[config.mk]
export PLATFORM = sky130hd
export DESIGN_NAME = edge_detector_multi
export DESIGN_NICKNAME = d
export VERILOG_FILES = /design/src/rtl/edge_detector_multi.sv
export SDC_FILE = /design/constraint.sdc
export NUM_CORES = 1
export LEC_CHECK = 0
export ABC_AREA = 1
export ABC_CLOCK_PERIOD_IN_PS = 1700
export CAP_MARGIN = 5
export CORE_MARGIN = 2
export CORE_UTILIZATION = 51
export DETAILED_ROUTE_END_ITERATION = 6
export PLACE_DENSITY = 0.79
export RECOVER_POWER = 50
export SKIP_LAST_GASP = 1
export SYNTH_ARGS = -nofsm -noshare
export SYNTH_HDL_FRONTEND = slang
export SYNTH_SLANG_ARGS = --single-unit
[constraint.sdc]
create_clock -name clk -period 1.7 [get_ports clk]
set_clock_uncertainty 0.2 [all_clocks]
set_input_delay 0.34 -clock clk [delete_from_list [all_inputs] [get_ports clk]]
set_output_delay 0.34 -clock clk [all_outputs]
set_load 0.05 [all_outputs]
[src/rtl/edge_detector_multi.sv]
// Multi-channel filtered edge detector.
// Per-channel debounce, edge qualify, sticky pending/overrun and irq.
module edge_detector_multi #(
  parameter int CHANNELS = 4,
  parameter int FILTER   = 1
) (
  input  logic                  clk,
  input  logic                  reset,
  input  logic                  update,
  input  logic [CHANNELS-1:0]   level,
  input  logic [2*CHANNELS-1:0] mode,
  input  logic [CHANNELS-1:0]   clear,
  output logic [CHANNELS-1:0]   tick,
  output logic [CHANNELS-1:0]   pending,
  output logic [CHANNELS-1:0]   overrun,
  output logic                  irq
);

  localparam logic [3:0] LAST = 4'(FILTER - 1);

  logic [CHANNELS-1:0] stab;
  logic [3:0]          cnt [CHANNELS];
  logic [CHANNELS-1:0] acc;
  logic [CHANNELS-1:0] qual;

  // acc: sample completes a differing run; qual: mode allows that edge
  always_comb begin
    acc  = '0;
    qual = '0;
    for (int i = 0; i < CHANNELS; i++) begin
      if (update && (level[i] != stab[i]) && (cnt[i] == LAST)) begin
        acc[i]  = 1'b1;
        qual[i] = level[i] ? mode[2*i] : mode[2*i+1];
      end
    end
  end

  always_ff @(posedge clk) begin
    if (!reset) begin
      stab    <= '0;
      tick    <= '0;
      pending <= '0;
      overrun <= '0;
      irq     <= 1'b0;
      for (int i = 0; i < CHANNELS; i++) begin
        cnt[i] <= '0;
      end
    end else begin
      for (int i = 0; i < CHANNELS; i++) begin
        if (update) begin
          if (level[i] == stab[i]) begin
            cnt[i] <= '0;
          end else if (acc[i]) begin
            stab[i] <= level[i];
            cnt[i]  <= '0;
          end else begin
            cnt[i] <= cnt[i] + 4'd1;
          end
        end
      end
      tick    <= qual;
      pending <= qual | (pending & ~clear);
      overrun <= (qual & pending & ~clear)
               | (overrun & ~clear);
      irq     <= |pending;
    end
  end

endmodule

==> metrics, run 1 <==
Ys Warns 0; clk buf depth 2; Setup Fix Bufs, Post-CTS 0; first-pass GRT wire length 5140 um; fin nets 272; Hold Worst Slack 257 ps; worst-margin pin slew 290 ps; via count 1328; Worst-path clk slew 90 ps; Max VDD drop 656 uV; Initial Util 0.538; DRT iter0 DRCs 29; hold crit path type flip-flop to flip-flop; Arr. time, crit path 1430 ps; LEAKAGE 1.01 nW; Final period util 0.942; post-synthesis mux area share 0; power density cells 781 mW/mm2; CTS tree yes; WL per Instance 10.2 um; Avg Cell Area, Syn 8.19 um2; Post-CTS Resized 0; largest family of logic cells by synthesized area simple AND/OR/NAND/NOR gates; RSZ-0062 raised after global routing false; min Tclk post-route 1600 ps; Setup TNS 0 ps; Power Total 1.60 mW; Synth Instances 202; vias in the first global route 1223; Num CTS Buffers 5; CP Launch Type primary input; Slew Viols, Final 0; clock sinks 33; relative slew slack 0.807; H-tree Lvls 2; total track usage 0.192; die width 61.0 um; Distinct cells, synth 20; DRC Markers 0; top cell type's share of synthesized area 0.290; Core Footprint 0.00308 mm2; fmax 624 MHz; final std cells w/o fill 290; DR vias/cell 4.58; root buffer cell clkbuf_4; simple-gate area share of the yosys netlist 0.285; number of buffers added on ports 31; Max FO, Critical Path 8; Area contributors post-synth edfxtp_1 (29%), dfxtp_1 (21%), nor2_1 (9.3%), nand2_1 (9.1%), inv_1 (8.8%); Area Overhead vs Synth 23.4%; CP Launch Point update; compound-cell area share of the yosys netlist 0.0204; leading area contributor after synthesis edfxtp_1; number of routed nets with antenna violations 0; chip height 61.0 um; endpoints failing setup 0; critical path type primary input to flip-flop; share of cells above drive strength 1 0.122; Clock Latency Late Sink 330 ps; synthesized area 0.00166 mm2; register area share after synthesis 0.496; syn_nets 229; Rows 20; cell count after placement 282; max cap viols 0; initial antenna violation count 0; # diodes 0; Finished Cell Area 0.00204 mm2; total congestion overflow 0; Worst EP required 1520 ps; result of the run finished, final reports clean; Die ar. 0.00372 mm2; worst reg2reg startpoint cnt[3][0]; DP Area 0.00219 mm2; placed wire-length estimate 2410 um; pin count of the biggest net entering global routing 11; flops & latches, synth 33; Critical Path End Type flip-flop; XOR/XNOR share of the synthesized area 0.0423; I/O pin cnt 32; routability congestion estimate 0.756; total wire length 2960 um; drt first pass iters 4; final hold vios 0; Synth Area in Adders 0.0605; CTS Hold Buffers Added 0; min-delay src overrun[3]
## synthesized netlist by cell type (all sizes together)
| cell | number |
|---|---|
| and2 | 1 |
| o21bai | 2 |
| a41oi | 1 |
| nand3b | 2 |
| inv | 41 |
| ha | 8 |
| dfxtp | 17 |
| nor3 | 2 |
| nand3 | 15 |
| nor3b | 1 |
| xnor2 | 4 |
| nor2 | 42 |
| nand4 | 3 |
| xor2 | 4 |
| nand2 | 40 |
| o21ai | 2 |
| buf | 1 |
| edfxtp | 16 |
## through the flow
stage / utilization / setup slack, ps
global route: 0.663 / 40.9
CTS: 0.731 / 228
floorplan: - / 262
detailed placement: 0.712 / -128
finish: 0.663 / 98.0
global placement: 0.712 / -91.5
## worst max-delay path: stages
cell           delay (ps)
dlygate4sd3_1         630
inv_1                 120
nand2_1               100
clkbuf_2              230
## worst paths after layout
kind / to / slack, ps / cells after the start
setup / recovery: cnt[1][0] / 100 / 4
hold / removal: overrun[3] / 260 / 2
setup reg to reg: stab[3] / 250 / 7
hold reg to reg: overrun[3] / 260 / 2
## registers in the layout, summed over array words and instances (netlist names)
name     cells
overrun      4
irq          1
tick         4
pending      4
cnt         16
stab         4
## routing by layer
metal / vias up / track usage / share of wire
li1: 710 / - / -
met3: 4 / 0.0746 / 0.055
met4: 0 / 0.0652 / 0.017
met2: 29 / 0.304 / 0.47
met1: 585 / 0.242 / 0.45
met5: - / 0 / 0
## cells in the final DEF, fill, tap and decap left out, types with 2 or more instances in the layout
cell and n:
nor2_1 42, inv_1 40, nand2_1 40, dfxtp_1 17
edfxtp_1 16, clkdlybuf4s50_1 16, nand3_1 15, clkbuf_2 15
ha_1 8, clkbuf_4 6, xnor2_1 4, xor2_1 4
nand4_2 3, buf_4 3, o21bai_1 2, nand3b_1 2
o21ai_0 2, clkbuf_1 2, dlygate4sd3_1 2
## kinds of logic after synthesis
kind of cell,Yosys count
flops,33
simple gates,106
fa+ha+maj,8
compound gates,5
xor+xnor,8
buf+inv,42
## power by group
group	switching, mW	internal, mW	total [mW]
clock network	0.248	0.204	0.452
logic	0.141	0.103	0.244
registers	0.0281	0.871	0.899
total	0.417	1.18	1.60
## cell type report
class,instances,area [um2]
fill,268,1040
sequential,33,821
multi-input combinational,127,668
timing repair buffer,37,285
inverter,41,154
clock buffer,8,58.8
tap,44,55.1
Power figures use the tool's default switching activity.
==> run 2, diff against run 1 <==
- CTS_BUF_LIST: not set -> sky130_fd_sc_hd__clkbuf_8 sky130_fd_sc_hd__clkbuf_16
- CTS_CLUSTER_DIAMETER: not set -> 40
==> metrics, run 2 (same netlist as run 1, synthesis figures left out) <==
WL per Instance 10.3 um; fillers 257; fin nets 272; Final period util 0.928; Max FO, Critical Path 8; max cap viols 0; # diodes 0; relative slew slack 0.662; Worst EP required 1490 ps; CP Launch Type primary input; drt first pass iters 4; worst-margin pin slew 506 ps; clock sinks 33; Max VDD drop 707 uV; Power Total 1.73 mW; endpoints failing setup 0; Initial Util 0.538; routability congestion estimate 0.756; DR vias/cell 4.60; share of cells above drive strength 1 0.110; DP Area 0.00219 mm2; total congestion overflow 0; DRC Markers 0; H-tree Lvls 2; LEAKAGE 1.08 nW; fmax 634 MHz; final core occ 0.683; DRT iter0 DRCs 34; Critical Path End Type flip-flop; final hold vios 0; Arr. time, crit path 1370 ps; via count 1334; Clock Latency Late Sink 280 ps; result of the run finished, final reports clean; power density cells 822 mW/mm2; total wire length 2990 um; Rows 20; Largest Register cnt; Die ar. 0.00372 mm2; max reg flops 16; total track usage 0.195; first-pass GRT wire length 5190 um; chip height 61.0 um; Setup Fix Bufs, Post-CTS 0; placed wire-length estimate 2410 um; hold crit path type flip-flop to flip-flop; CTS tree yes; I/O pin cnt 32; min Tclk post-route 1580 ps; vias in the first global route 1243; Core Footprint 0.00308 mm2; critical path type primary input to flip-flop; clk buf depth 2; Post-CTS Resized 0; most frequent cells in the layout inv_1 (42), nor2_1 (42), nand2_1 (40), clkdlybuf4s50_1 (17), dfxtp_1 (17); Area Overhead vs Synth 26.9%; CTS Hold Buffers Added 0; Num CTS Buffers 5; root buffer cell clkbuf_8; Hold Worst Slack 252 ps; Slew Viols, Final 0; initial antenna violation count 0; die width 61.0 um; number of buffers added on ports 31; Finished Cell Area 0.00210 mm2; Worst-path clk slew 60 ps; pin count of the biggest net entering global routing 11; number of routed nets with antenna violations 0; RSZ-0062 raised after global routing false
[run 2: area by class of cell]
cell class	instances	area (um2)	area share
Sequential cell	33	821	0.391
Multi-Input combinational cell	127	668	0.318
Timing Repair Buffer	37	313	0.149
Inverter	41	154	0.0733
Clock buffer	6	82.6	0.0393
Tap cell	44	55.1	0.0262
Clock inverter	2	7.51	0.00357
[run 2: metrics by stage]
stage	worst slack, ps	setup TNS, ps	cells
after floorplan	262	0	202
after global placement	-91.5	-2610	282
after detailed placement	-128	-3150	282
after CTS	167	0	290
after global routing	53.9	0	290
final	123	0	290
[run 2: routing by layer]
| metal | vias up | wire length [um] | global-route usage |
|---|---|---|---|
| met4 | 0 | 48 | 0.0652 |
| met3 | 4 | 159 | 0.0810 |
| li1 | 707 | - | - |
| met1 | 593 | 1350 | 0.241 |
| met2 | 30 | 1430 | 0.310 |
| met5 | - | 0 | 0 |
[run 2: power breakdown]
| part | switching (mW) | internal, mW | total [mW] |
|---|---|---|---|
| sequential | 0.0280 | 0.872 | 0.900 |
| combinational | 0.142 | 0.108 | 0.249 |
| clock | 0.260 | 0.317 | 0.578 |
| total | 0.430 | 1.30 | 1.73 |
[run 2: worst max-delay path: stages]
cell,delay [ps]
dlygate4sd3_1,630
inv_1,120
nand2_1,100
buf_4,180
[run 2: path summary, 6_finish.rpt]
path                            startpoint    endpoint  slack (ps)  cells past startpoint
worst max-delay path                update   cnt[1][2]         120                      4
worst min-delay path            overrun[3]  overrun[3]         250                      2
worst max register to register   cnt[3][0]     stab[3]         260                      7
worst min register to register  overrun[3]  overrun[3]         250                      2
==> run 3, diff against run 2 <==
- CORE_MARGIN: 2 -> 10
==> metrics, run 3 (same netlist as run 1, synthesis figures left out) <==
WL per Instance 11.9 um; Core Footprint 0.00308 mm2; routability congestion estimate 0.769; die width 77.0 um; total track usage 0.127; Die ar. 0.00592 mm2; clk buf depth 2; relative slew slack 0.652; pin count of the biggest net entering global routing 12; multi-input logic area 654 um2; M1 GR Usage 0.135; DRT iter0 DRCs 97; final std cells w/o fill 290; Largest Register cnt; power density cells 921 mW/mm2; Area Overhead vs Synth 28.2%; Clock Latency Late Sink 290 ps; via count 1322; grt met2 use 0.212; drt first pass iters 4; initial antenna violation count 0; Finished Cell Area 0.00212 mm2; I/O pin cnt 32; result of the run finished, final reports clean; Arr. time, crit path 1360 ps; Rows 20; Critical Path End Type flip-flop; Reg area 821 um2; critical path type primary input to flip-flop; Num CTS Buffers 5; # diodes 0; max reg flops 16; worst-margin pin slew 522 ps; most common cell after layout, fill and taps aside nor2_1; Max FO, Critical Path 8; Setup Fix Bufs, Post-CTS 0; chip height 77.0 um; Final period util 0.923; Worst EP required 1490 ps; vias in the first global route 1395; CP Launch Type primary input; share of cells above drive strength 1 0.110; number of buffers added on ports 31; Slew Viols, Final 0; Most Crowded Layer GR met2; total congestion overflow 0; first-pass GRT wire length 6210 um; LEAKAGE 1.08 nW; max cap viols 0; DP Area 0.00219 mm2; fillers 262; met3 Resource Use GR 0.0571; CTS tree yes; total wire length 3450 um; DR vias/cell 4.56; H-tree Lvls 2; endpoints failing setup 0; most frequent cells in the layout nor2_1 (42), nand2_1 (40), inv_1 (39), dfxtp_1 (17); cell count after placement 282; Max stage delay cell, worst path dlygate4sd3_1; final hold vios 0; placed wire-length estimate 2740 um; number of routed nets with antenna violations 0; Power Total 1.95 mW; Max VDD drop 828 uV; final core occ 0.689; RSZ-0062 raised after global routing false; DRC Markers 0; Critical Path, Cell by Cell dlygate4sd3_1 > clkbuf_1 > nand2_1 > buf_4; min Tclk post-route 1570 ps; hold crit path type flip-flop to flip-flop; fin nets 272; Initial Util 0.538; root buffer cell clkbuf_8; Worst-path clk slew 70 ps; CP max stage delay 580 ps; fmax 637 MHz; clock sinks 33; CTS Hold Buffers Added 0; Post-CTS Resized 0
-- run 3: cell types whose count changed in the layout (fill, tap and decap cells not counted), sizes merged --
cell	before	now
bufinv	0	1
clkdlybuf4s50	17	16
clkinv	0	1
dlygate4sd3	1	2
inv	43	41
-- run 3: worst paths after layout --
path                    from         end  slack (ps)  depth (start not counted)
hold / removal    overrun[2]  overrun[2]         260                          2
setup reg to reg   cnt[0][0]   cnt[0][2]         230                          5
setup / recovery       reset   cnt[0][3]         130                          4
hold reg to reg   overrun[2]  overrun[2]         260                          2
-- run 3: layer usage --
metal	wire, um	up-vias
li1	-	707
met1	1500	575
met3	222	6
met5	0	-
met4	59	0
met2	1670	34
-- run 3: power breakdown --
| part | switching, mW | internal [mW] |
|---|---|---|
| Sequential | 0.0288 | 0.872 |
| Clock | 0.288 | 0.523 |
| Combinational | 0.138 | 0.104 |
| Total | 0.455 | 1.50 |
-- run 3: critical path: cells and delay by family --
kind | cells | cell delay, ps
buffers and inverters | 3 | 920
and+or+nand+nor | 1 | 100
-- run 3: stage by stage --
step	hold WS [ps]	TNS (ps)	worst slack (ps)
floorplan	292	0	262
global placement	284	-1100	-64.4
detailed placement	282	-1860	-95.4
CTS	300	0	214
global route	277	0	67.5
finish	256	0	130
-- run 3: cell type report --
cell class / instances / area share
clock inverters: 2 / 0.0165
multi-input cells: 127 / 0.308
clock buffers: 6 / 0.0442
repair buffers: 37 / 0.146
flip-flops and latches: 33 / 0.387
inverters: 41 / 0.0725
well taps: 44 / 0.0259
